**src/rtl/vs_uart_pkg.sv**
```systemverilog
// Shared UART definitions for the transmit and receive sides.
//   state_t    : frame FSM state encoding
//   DATA_BITS  : payload bits per frame
//   FRAME_BITS : start + data + parity + stop
//   calc_div   : rounded clock cycles per bit
package vs_uart_pkg;

  localparam int DATA_BITS  = 8;
  localparam int FRAME_BITS = 11;

  typedef enum logic [2:0] {
    ST_IDLE   = 3'd0,
    ST_START  = 3'd1,
    ST_DATA   = 3'd2,
    ST_PARITY = 3'd3,
    ST_STOP   = 3'd4
  } state_t;

  // Nearest integer number of clock cycles per bit.
  function automatic int calc_div(input int clk_freq, input int baud);
    return (clk_freq + baud / 2) / baud;
  endfunction

endpackage

```
**src/rtl/vs_baud_gen.sv**
```systemverilog
// Bit-period counter.
//   clk, rst_n : clock and asynchronous active-low reset
//   restart    : hold the counter at 0 (no phase carried into the next frame)
//   div        : bit period in clock cycles (>= 2)
//   tick       : one-cycle strobe in the last cycle of each bit period
module vs_baud_gen #(
  parameter int CNT_W = 4
) (
  input  logic             clk,
  input  logic             rst_n,
  input  logic             restart,
  input  logic [CNT_W-1:0] div,
  output logic             tick
);

  localparam logic [CNT_W-1:0] ONE = CNT_W'(1);

  logic [CNT_W-1:0] cnt;

  assign tick = !restart && (cnt == div - ONE);

  always_ff @(posedge clk or negedge rst_n) begin
    if (!rst_n) begin
      cnt <= '0;
    end else if (restart || tick) begin
      cnt <= '0;
    end else begin
      cnt <= cnt + ONE;
    end
  end

endmodule

```
**src/rtl/vs_uart_err_tx.sv**
```systemverilog
// UART transmitter with parity / framing error injection.
// Frame: start 0, 8 data bits LSB first, parity, stop; each bit DIV cycles.
//   CLK, SYS_NRST : clock, asynchronous active-low reset
//   TX_DATA       : byte to send, latched on acceptance
//   TX_VALID      : send request, accepted only while TX_RDY is high
//   INJ_PAR_ERR   : invert the parity bit of the accepted frame
//   INJ_FRM_ERR   : drive the stop bit of the accepted frame low
//   TX_RDY        : high in IDLE only
//   TX_DONE       : one-cycle pulse as the stop bit completes
//   TXD           : registered serial line, idles high
module vs_uart_err_tx
  import vs_uart_pkg::*;
#(
  parameter int CLK_FREQ = 100_000_000,
  parameter int BAUD     = 115_200,
  parameter int PAR_ODD  = 0
) (
  input  logic                 CLK,
  input  logic                 SYS_NRST,
  input  logic [DATA_BITS-1:0] TX_DATA,
  input  logic                 TX_VALID,
  input  logic                 INJ_PAR_ERR,
  input  logic                 INJ_FRM_ERR,
  output logic                 TX_RDY,
  output logic                 TX_DONE,
  output logic                 TXD
);

  localparam int DIV   = calc_div(CLK_FREQ, BAUD);
  // +1 so that a power-of-two DIV still fits in the div port.
  localparam int CNT_W = $clog2(DIV + 1);
  localparam int IDX_W = $clog2(DATA_BITS);
  localparam logic [IDX_W-1:0] IDX_LAST = IDX_W'(DATA_BITS - 1);
  localparam logic [IDX_W-1:0] IDX_ONE  = IDX_W'(1);

  if (DIV < 2) begin : g_div_chk
    $error("vs_uart_err_tx: bit period DIV must be at least 2 clock cycles");
  end
  if (FRAME_BITS != DATA_BITS + 3) begin : g_frame_chk
    $error("vs_uart_err_tx: frame layout inconsistent with package");
  end

  state_t               state, state_nxt;
  logic                 accept, tick;
  logic [DATA_BITS-1:0] data_q;
  logic                 inj_par_q, inj_frm_q;
  logic [IDX_W-1:0]     idx, idx_nxt;
  logic                 txd_q, txd_nxt;
  logic                 done_q, done_nxt;

  assign TX_RDY  = (state == ST_IDLE);
  assign accept  = TX_VALID && TX_RDY;
  assign TXD     = txd_q;
  assign TX_DONE = done_q;

  // Counter is held at 0 throughout IDLE, so every frame starts phase-aligned
  // with its acceptance.
  vs_baud_gen #(
    .CNT_W (CNT_W)
  ) u_baud (
    .clk     (CLK),
    .rst_n   (SYS_NRST),
    .restart (TX_RDY),
    .div     (CNT_W'(DIV)),
    .tick    (tick)
  );

  always_ff @(posedge CLK or negedge SYS_NRST) begin
    if (!SYS_NRST) begin
      state <= ST_IDLE;
    end else begin
      state <= state_nxt;
    end
  end

  always_comb begin
    state_nxt = state;
    idx_nxt   = idx;
    case (state)
      ST_IDLE: begin
        idx_nxt = '0;
        if (accept) state_nxt = ST_START;
      end
      ST_START: begin
        if (tick) state_nxt = ST_DATA;
      end
      ST_DATA: begin
        if (tick) begin
          idx_nxt = idx + IDX_ONE;  // wraps 7 -> 0 on the last data bit
          if (idx == IDX_LAST) state_nxt = ST_PARITY;
        end
      end
      ST_PARITY: begin
        if (tick) state_nxt = ST_STOP;
      end
      ST_STOP: begin
        if (tick) state_nxt = ST_IDLE;
      end
      default: state_nxt = ST_IDLE;
    endcase
  end

  // Line level is computed for the state being entered so that TXD can be
  // registered without adding a cycle of latency.
  always_comb begin
    txd_nxt  = 1'b1;
    done_nxt = (state == ST_STOP) && tick;
    case (state_nxt)
      ST_START:  txd_nxt = 1'b0;
      ST_DATA:   txd_nxt = data_q[idx_nxt];
      ST_PARITY: txd_nxt = (^data_q) ^ 1'(PAR_ODD) ^ inj_par_q;
      ST_STOP:   txd_nxt = ~inj_frm_q;
      default:   txd_nxt = 1'b1;
    endcase
  end

  always_ff @(posedge CLK or negedge SYS_NRST) begin
    if (!SYS_NRST) begin
      txd_q     <= 1'b1;
      done_q    <= 1'b0;
      idx       <= '0;
      data_q    <= '0;
      inj_par_q <= 1'b0;
      inj_frm_q <= 1'b0;
    end else begin
      txd_q  <= txd_nxt;
      done_q <= done_nxt;
      idx    <= idx_nxt;
      if (accept) begin
        data_q    <= TX_DATA;
        inj_par_q <= INJ_PAR_ERR;
        inj_frm_q <= INJ_FRM_ERR;
      end
    end
  end

endmodule

```
**config.mk**
```make
export PLATFORM = sky130hd
export DESIGN_NAME = vs_uart_err_tx
export DESIGN_NICKNAME = d
export VERILOG_FILES = /design/src/rtl/vs_uart_pkg.sv /design/src/rtl/vs_baud_gen.sv /design/src/rtl/vs_uart_err_tx.sv
export SDC_FILE = /design/constraint.sdc
export NUM_CORES = 1
export LEC_CHECK = 0
export BUFFER_PORTS_ARGS = -buffer_cell sky130_fd_sc_hd__buf_4
export CORE_UTILIZATION = 59
export CTS_CLUSTER_SIZE = 10
export DETAILED_ROUTE_END_ITERATION = 7
export GPL_ROUTABILITY_DRIVEN = 0
export PLACE_DENSITY_LB_ADDON = 0.3
export SLEW_MARGIN = 5
export SYNTH_ARGS = -nofsm -noshare
export SYNTH_HDL_FRONTEND = slang
export SYNTH_HIERARCHICAL = 1
export SYNTH_SLANG_ARGS = --single-unit
```
**constraint.sdc**
```tcl
create_clock -name CLK -period 3.47 [get_ports CLK]
set_input_delay 0.347 -clock CLK [delete_from_list [all_inputs] [get_ports CLK]]
set_output_delay 0.347 -clock CLK [all_outputs]
set_load 0.01 [all_outputs]
```
After elaboration in Yosys (flattened, before gate mapping)
Cells that the tools add are included.
{ "word_totals": {"in_bits": 13, "ff_bits": 28} }
{ "classes": {"addsub": 2, "n_mux": 13, "n_bitwise": 2, "n_eq_ne": 10, "reduce_logical": 7, "n_lt_le_gt_ge": 1} }
{ "op_table": {"columns": ["cell", "count"], "rows": [
  ["3-bit 2-to-1 mux", 7],
  ["3-bit one-hot mux with 5 select lines", 1],
  ["3-bit by 2-bit == test with 1-bit output (second input constant)", 4],
  ["10-bit by 1-bit adder with 10-bit output (second input constant)", 1],
  ["10-bit == test (second input constant)", 1],
  ["10-bit 2-to-1 mux", 1],
  ["3-bit == test (second input constant)", 3],
  ["8-bit XOR reduction", 1],
  ["3-bit by 1-bit == test with 1-bit output (second input constant)", 2],
  ["3-bit one-hot mux with 2 select lines", 1],
  ["3-bit by 4-bit less-than comparator with 1-bit output (second input constant)", 1],
  ["1-bit one-hot mux with 4 select lines", 1],
  ["3-bit by 1-bit adder with 3-bit output (second input constant)", 1],
  ["1-bit binary-select mux with 3-bit select", 1],
  ["1-bit logical AND", 3],
  ["3-bit zero test", 1],
  ["1-bit zero test", 1],
  ["1-bit logical OR", 1],
  ["1-bit 2-to-1 mux", 1],
  ["1-bit NOT", 1],
  ["1-bit XOR", 1]
]} }

Longest topological paths before layout
{ "depth": {"depth_word": 8, "ltp_mapped": 15, "ltp_nobuf": 14} }

Hierarchy
Netlist, hierarchy kept.
{ "by_module_without_submodules": {"columns": ["module", "seq_area_each_um2", "n_inst", "area_per_inst_um2", "cells_each"], "rows": [
  ["vs_uart_err_tx", 451.7, 1, 1008.5, 90],
  ["vs_baud_gen", 250.2, 1, 872.1, 91]
]} }

Worst setup path before layout
Ideal clock, no wire load.
{ "synth_path": {"path_type": "register to register", "from": "register state[2]", "to": "register txd_q (netlist: TXD)", "arrival_time_ns": 2.975, "setup_slack_ns": 0.401, "path_stages_with_launch": 10, "required_ns": 3.376, "setup_time_ns": 0.094, "path_cell_list": "dfrtp_1 -> buf_2 -> nor3_1 -> clkbuf_1 -> and3b_1 -> buf_6 -> or4b_1 -> o32ai_1 -> a21oi_1 -> or4_1"} }
{ "synth_between": {"elab_chain_cells": 8} }
{ "synth_rtl": {"columns": ["item", "line_no", "text"], "rows": [
  ["start, declared", "vs_uart_err_tx.sv:43", "state_t state, state_nxt;"],
  ["start signal, assigned", "vs_uart_err_tx.sv:72", "state <= state_nxt;"],
  ["3-bit zero test *", "vs_uart_err_tx.sv:51", "assign TX_RDY = (state == ST_IDLE);"],
  ["net TX_RDY", "vs_uart_err_tx.sv:24", "output logic TX_RDY,"],
  ["1-bit zero test *", "vs_baud_gen.sv:20", "assign tick = !restart && (cnt == div - ONE);"],
  ["1-bit logical AND *", "vs_baud_gen.sv:20", null],
  ["net tick", "vs_uart_err_tx.sv:44", "logic accept, tick;"],
  ["3-bit 2-to-1 mux", "vs_uart_err_tx.sv:88", "if (tick) begin"],
  ["3-bit one-hot mux with 2 select lines", "vs_uart_err_tx.sv:79", "case (state)"],
  ["1-bit binary-select mux with 3-bit select", "vs_uart_err_tx.sv:110", "ST_DATA: txd_nxt = data_q[idx_nxt];"],
  ["1-bit 2-to-1 mux (not written as such)", "vs_uart_err_tx.sv:110", null],
  ["1-bit one-hot mux with 4 select lines *", "vs_uart_err_tx.sv:108", "case (state_nxt)"],
  ["net txd_nxt", "vs_uart_err_tx.sv:48", "logic txd_q, txd_nxt;"],
  ["end signal, assigned", "vs_uart_err_tx.sv:126", "txd_q <= txd_nxt;"],
  ["end, declared", "vs_uart_err_tx.sv:48", null]
]} }
The timed path passes the listed nets; every way through them passes the cells marked *. The select of a mux whose other input is x is not followed.
A chain may end at the register's enable or synchronous reset.

Worst setup path in the final report
{ "layout_path": {"from": "register u_baud.cnt[3]", "to": "register txd_q (netlist: TXD)"} }
{ "layout_between": {"elab_chain_cells": 7} }
{ "layout_rtl": {"columns": ["item", "line_no", "text"], "rows": [
  ["start, declared", "vs_baud_gen.sv:18", "logic [CNT_W-1:0] cnt;"],
  ["start signal, assigned", "vs_baud_gen.sv:28", "cnt <= cnt + ONE;"],
  ["10-bit == test *", "vs_baud_gen.sv:20", null],
  ["1-bit logical AND *", "vs_baud_gen.sv:20", null],
  ["net tick", "vs_uart_err_tx.sv:44", null],
  ["3-bit 2-to-1 mux", "vs_uart_err_tx.sv:88", null],
  ["3-bit one-hot mux with 2 select lines", "vs_uart_err_tx.sv:79", null],
  ["1-bit binary-select mux with 3-bit select", "vs_uart_err_tx.sv:110", null],
  ["1-bit 2-to-1 mux (not written as such)", "vs_uart_err_tx.sv:110", null],
  ["1-bit one-hot mux with 4 select lines *", "vs_uart_err_tx.sv:108", null],
  ["net txd_nxt", "vs_uart_err_tx.sv:48", null]
]} }
Marks and branches as above.

==> metrics.log <==
INFO  metric placement.io_buffers = 15
INFO  metric finalWirelength = 3190 um
INFO  metric setup.reg_to_reg.worst_slack = 0.38 ns
INFO  metric hold_start = INJ_FRM_ERR
INFO  metric n_antenna_cell = 0
INFO  metric cp_max_stage_cell = or4_1
INFO  metric leakagePower = 1.02 nW
INFO  metric synth_cell_types = 53
INFO  metric avgSynthCellArea = 10.4 um^2
INFO  metric effective_utilization_at_floorplan = 62.1%
INFO  metric multiInputGateArea = 0.00125 mm^2
INFO  metric routed_wire_length_per_instance = 11.4 um
INFO  metric irDropWorstVdd = 0.535 mV
INFO  metric max-clock-path-buffers = 2
INFO  metric cts_htree_levels = 1
INFO  metric die_area = 0.00342 mm^2
INFO  metric die_w = 58.5 um
INFO  metric grt_max_degree = 29
INFO  metric drt_first_pass_iters = 4
INFO  metric source_of_the_worst_register_to_register_timing_path = u_baud/cnt[3]
INFO  metric synthCells = 181
INFO  metric finalHoldViolCount = 0
INFO  metric first_iter_violations = 46
INFO  metric netlist.top_cell.by_area = dfrtp_1
INFO  metric area_growth = 17.4%
INFO  metric async_set_or_reset_flop_fraction_in_the_synthesized_netlist = 100%
INFO  metric final_antenna_net_count = 0
INFO  metric numClockSinks = 28
INFO  metric timing.max_cap.violations = 0
INFO  metric cts_bufs_inserted = 3
INFO  metric power.density = 524 mW/mm^2
INFO  metric worst_path_most_repeated_cell = xnor2_1
INFO  metric setup_tns = 0 ns
INFO  metric avgViaCountPerCell = 4.87
INFO  metric cts_tree = done
INFO  metric drc = 0
INFO  metric finalSetupViolations = 0
INFO  metric rows = 20
INFO  metric die_h = 58.5 um
INFO  metric timing.hold.worst.class = input port to register
INFO  metric worstSetupPathType = register to register
INFO  metric first_pass_grt_wire_length = 5530 um
INFO  metric finalNetCount = 253
INFO  metric post_synth_edffs = 0
INFO  metric critical_path_buf_inv_count = 0
INFO  metric grt_antenna_before_repair = 0
INFO  metric synthesis.area = 0.00188 mm^2
INFO  metric worst_setup_hold_path_clk_slew = 0.14 ns
INFO  metric final.period_utilization = 88.9%
INFO  metric clock_period_minus_final_worst_setup_slack = 3.09 ns
INFO  metric num_io_pins = 16
INFO  metric required = 3.72 ns
INFO  metric overflow = 0
INFO  metric synth.yosys.seq_area_share = 37.3%
INFO  metric achievable_clock_frequency = 324 MHz
INFO  metric end_kind = register
INFO  metric final_core_utilization = 72.9%
INFO  metric cp_max_fo = 9
INFO  metric clock_latency_of_the_later_clocked_register_in_the_worst_skew_pair = 0.31 ns
INFO  metric grtUsageTotal = 21.2%
INFO  metric critical_path.startpoint = u_baud/cnt[3]
INFO  metric synth.yosys.warnings = 6
INFO  metric crit_path_cell_trace = xnor2_1 > xnor2_1 > nor3_1 > o2111a_1 > and3b_1 > nor2b_2 > o31a_1 > a21oi_2 > mux2i_1 > o22ai_1 > or4_1
INFO  metric outcome = completed
INFO  metric ys_seq_elements = 28
INFO  metric vias = 1360
INFO  metric cts-resized-gates = 0
INFO  metric setup.worst_path.start_class = register
INFO  metric register_area = 702 um^2
INFO  metric netlist_top_cells_area = dfrtp_1, xor2_1, a211oi_2
INFO  metric number_of_slew_limit_violations_in_the_final_report = 0
INFO  metric synth.top_cell.area_share = 35.9%
INFO  metric yosys_most_used_dff = dfrtp_1
INFO  metric filler_cell_count = 242
INFO  metric fin_worst_skew = 0.00240 ns
INFO  metric grt_setup_unrepaired = false
INFO  metric cp_data_arrival_time = 3.34 ns
INFO  metric detailed_place_hpwl = 2540 um
INFO  metric core_area = 0.00303 mm^2
INFO  metric critical-path-top-delay-family = simple AND/OR/NAND/NOR gates
INFO  metric first_global_vias = 1332
INFO  metric final_layout_size_suffix_gt1_share = 20.0%
INFO  metric clockRootBuffer = clkbuf_4
INFO  metric slowest_delay = 0.50 ns
[synth_stat cells (all sizes together) (2+ instances only)]
cell type	n
nand3	4
nor2b	2
ha	4
nand4b	2
and2	3
xor2	13
and3b	2
nand4	5
mux2	9
mux2i	5
dfrtp	27
a211oi	9
o211ai	2
and3	2
buf	6
clkbuf	4
nand2	6
nand2b	6
xnor2	12
nor2	3
o21ai	5
a21oi	9
conb	2
nor3b	2
inv	8
nor3	7
or3	2
[layer usage]
layer	up-vias	track usage [%]	share of wire, %
li1	718	-	-
met3	2	1.32	1.4
met1	624	25.4	43
met5	-	0	0
met2	16	40.9	55
met4	0	6.12	0.53
[worst reg2reg max path, stage by stage (launching register included)]
cell      delay (ns)
dfrtp_1         0.45
xnor2_1         0.21
xnor2_1         0.10
nor3_1          0.19
o2111a_1        0.24
and3b_1         0.36
nor2b_2         0.08
o31a_1          0.25
a21oi_2         0.29
mux2i_1         0.25
o22ai_1         0.11
or4_1           0.50
[timing repair]
item / in CTS / in global routing
buffers inserted: 0 / 0
hold buffers: 1 / 0
hold endpoints to repair: 27 / 0
[stage by stage]
stage	power (mW)	cell area [um^2]	hold slack, ns	worst slack (ns)	std cells
2_1_floorplan	0.928	2030	0.0514	0.401	222
3_3_place_gp	1.02	2170	0.285	0.538	274
3_5_place_dp	1.03	2170	0.280	0.396	274
4_1_cts	1.16	2210	0.227	0.380	279
5_1_grt	1.24	2210	0.233	0.163	279
6_report	1.16	2210	0.228	0.385	279
[area by class of cell]
cell class	instances	area share [%]
flip-flops and latches	28	31.8
repair buffers	19	6.57
multi-input cells	176	56.6
inverters	8	1.36
well taps	44	2.49
clock buffers	4	1.19
[where the power goes]
group          total [mW]  internal (mW)  switching, mW
combinational       0.478          0.279          0.199
clock               0.135         0.0449         0.0897
sequential          0.545          0.419          0.126
[flip-flops by register name, indices dropped and copies added, names as in the netlist]
name,flops
TXD,1
data_q,8
u_baud/cnt,10
idx,3
state,3
inj_par_q,1
TX_DONE,1
inj_frm_q,1
[worst paths after layout]
kind / to / cells past startpoint
max: TXD / 11
min: inj_frm_q / 3
max reg2reg: TXD / 11
min reg2reg: inj_par_q / 1
max in group asynchronous: TXD / 2
min in group asynchronous: inj_frm_q / 2
[cells by family after synthesis]
| group | after synthesis | synth area share [%] |
|---|---|---|
| AO/OA/AOI/OAI | 37 | 16.2 |
| other | 2 | 0.399 |
| adder cells (fa/ha/maj) | 4 | 2.66 |
| multiplexers | 14 | 8.25 |
| XOR/XNOR | 26 | 12.8 |
| buffers and inverters | 18 | 4.66 |
| AND/OR/NAND/NOR | 52 | 17.7 |
| flip-flops | 28 | 37.3 |
[cell usage in the layout (no fill, tap or decap), types with 8 or more instances in the layout]
| cell type | synthesis | final |
|---|---|---|
| a211oi_2 | 9 | 9 |
| a21oi_1 | 8 | 8 |
| buf_4 | 0 | 18 |
| conb_1 | 2 | 43 |
| dfrtp_1 | 27 | 27 |
| inv_1 | 8 | 8 |
| mux2_2 | 9 | 9 |
| xnor2_1 | 12 | 12 |
| xor2_1 | 13 | 13 |
No activity file was read; power rests on OpenSTA's default activity.
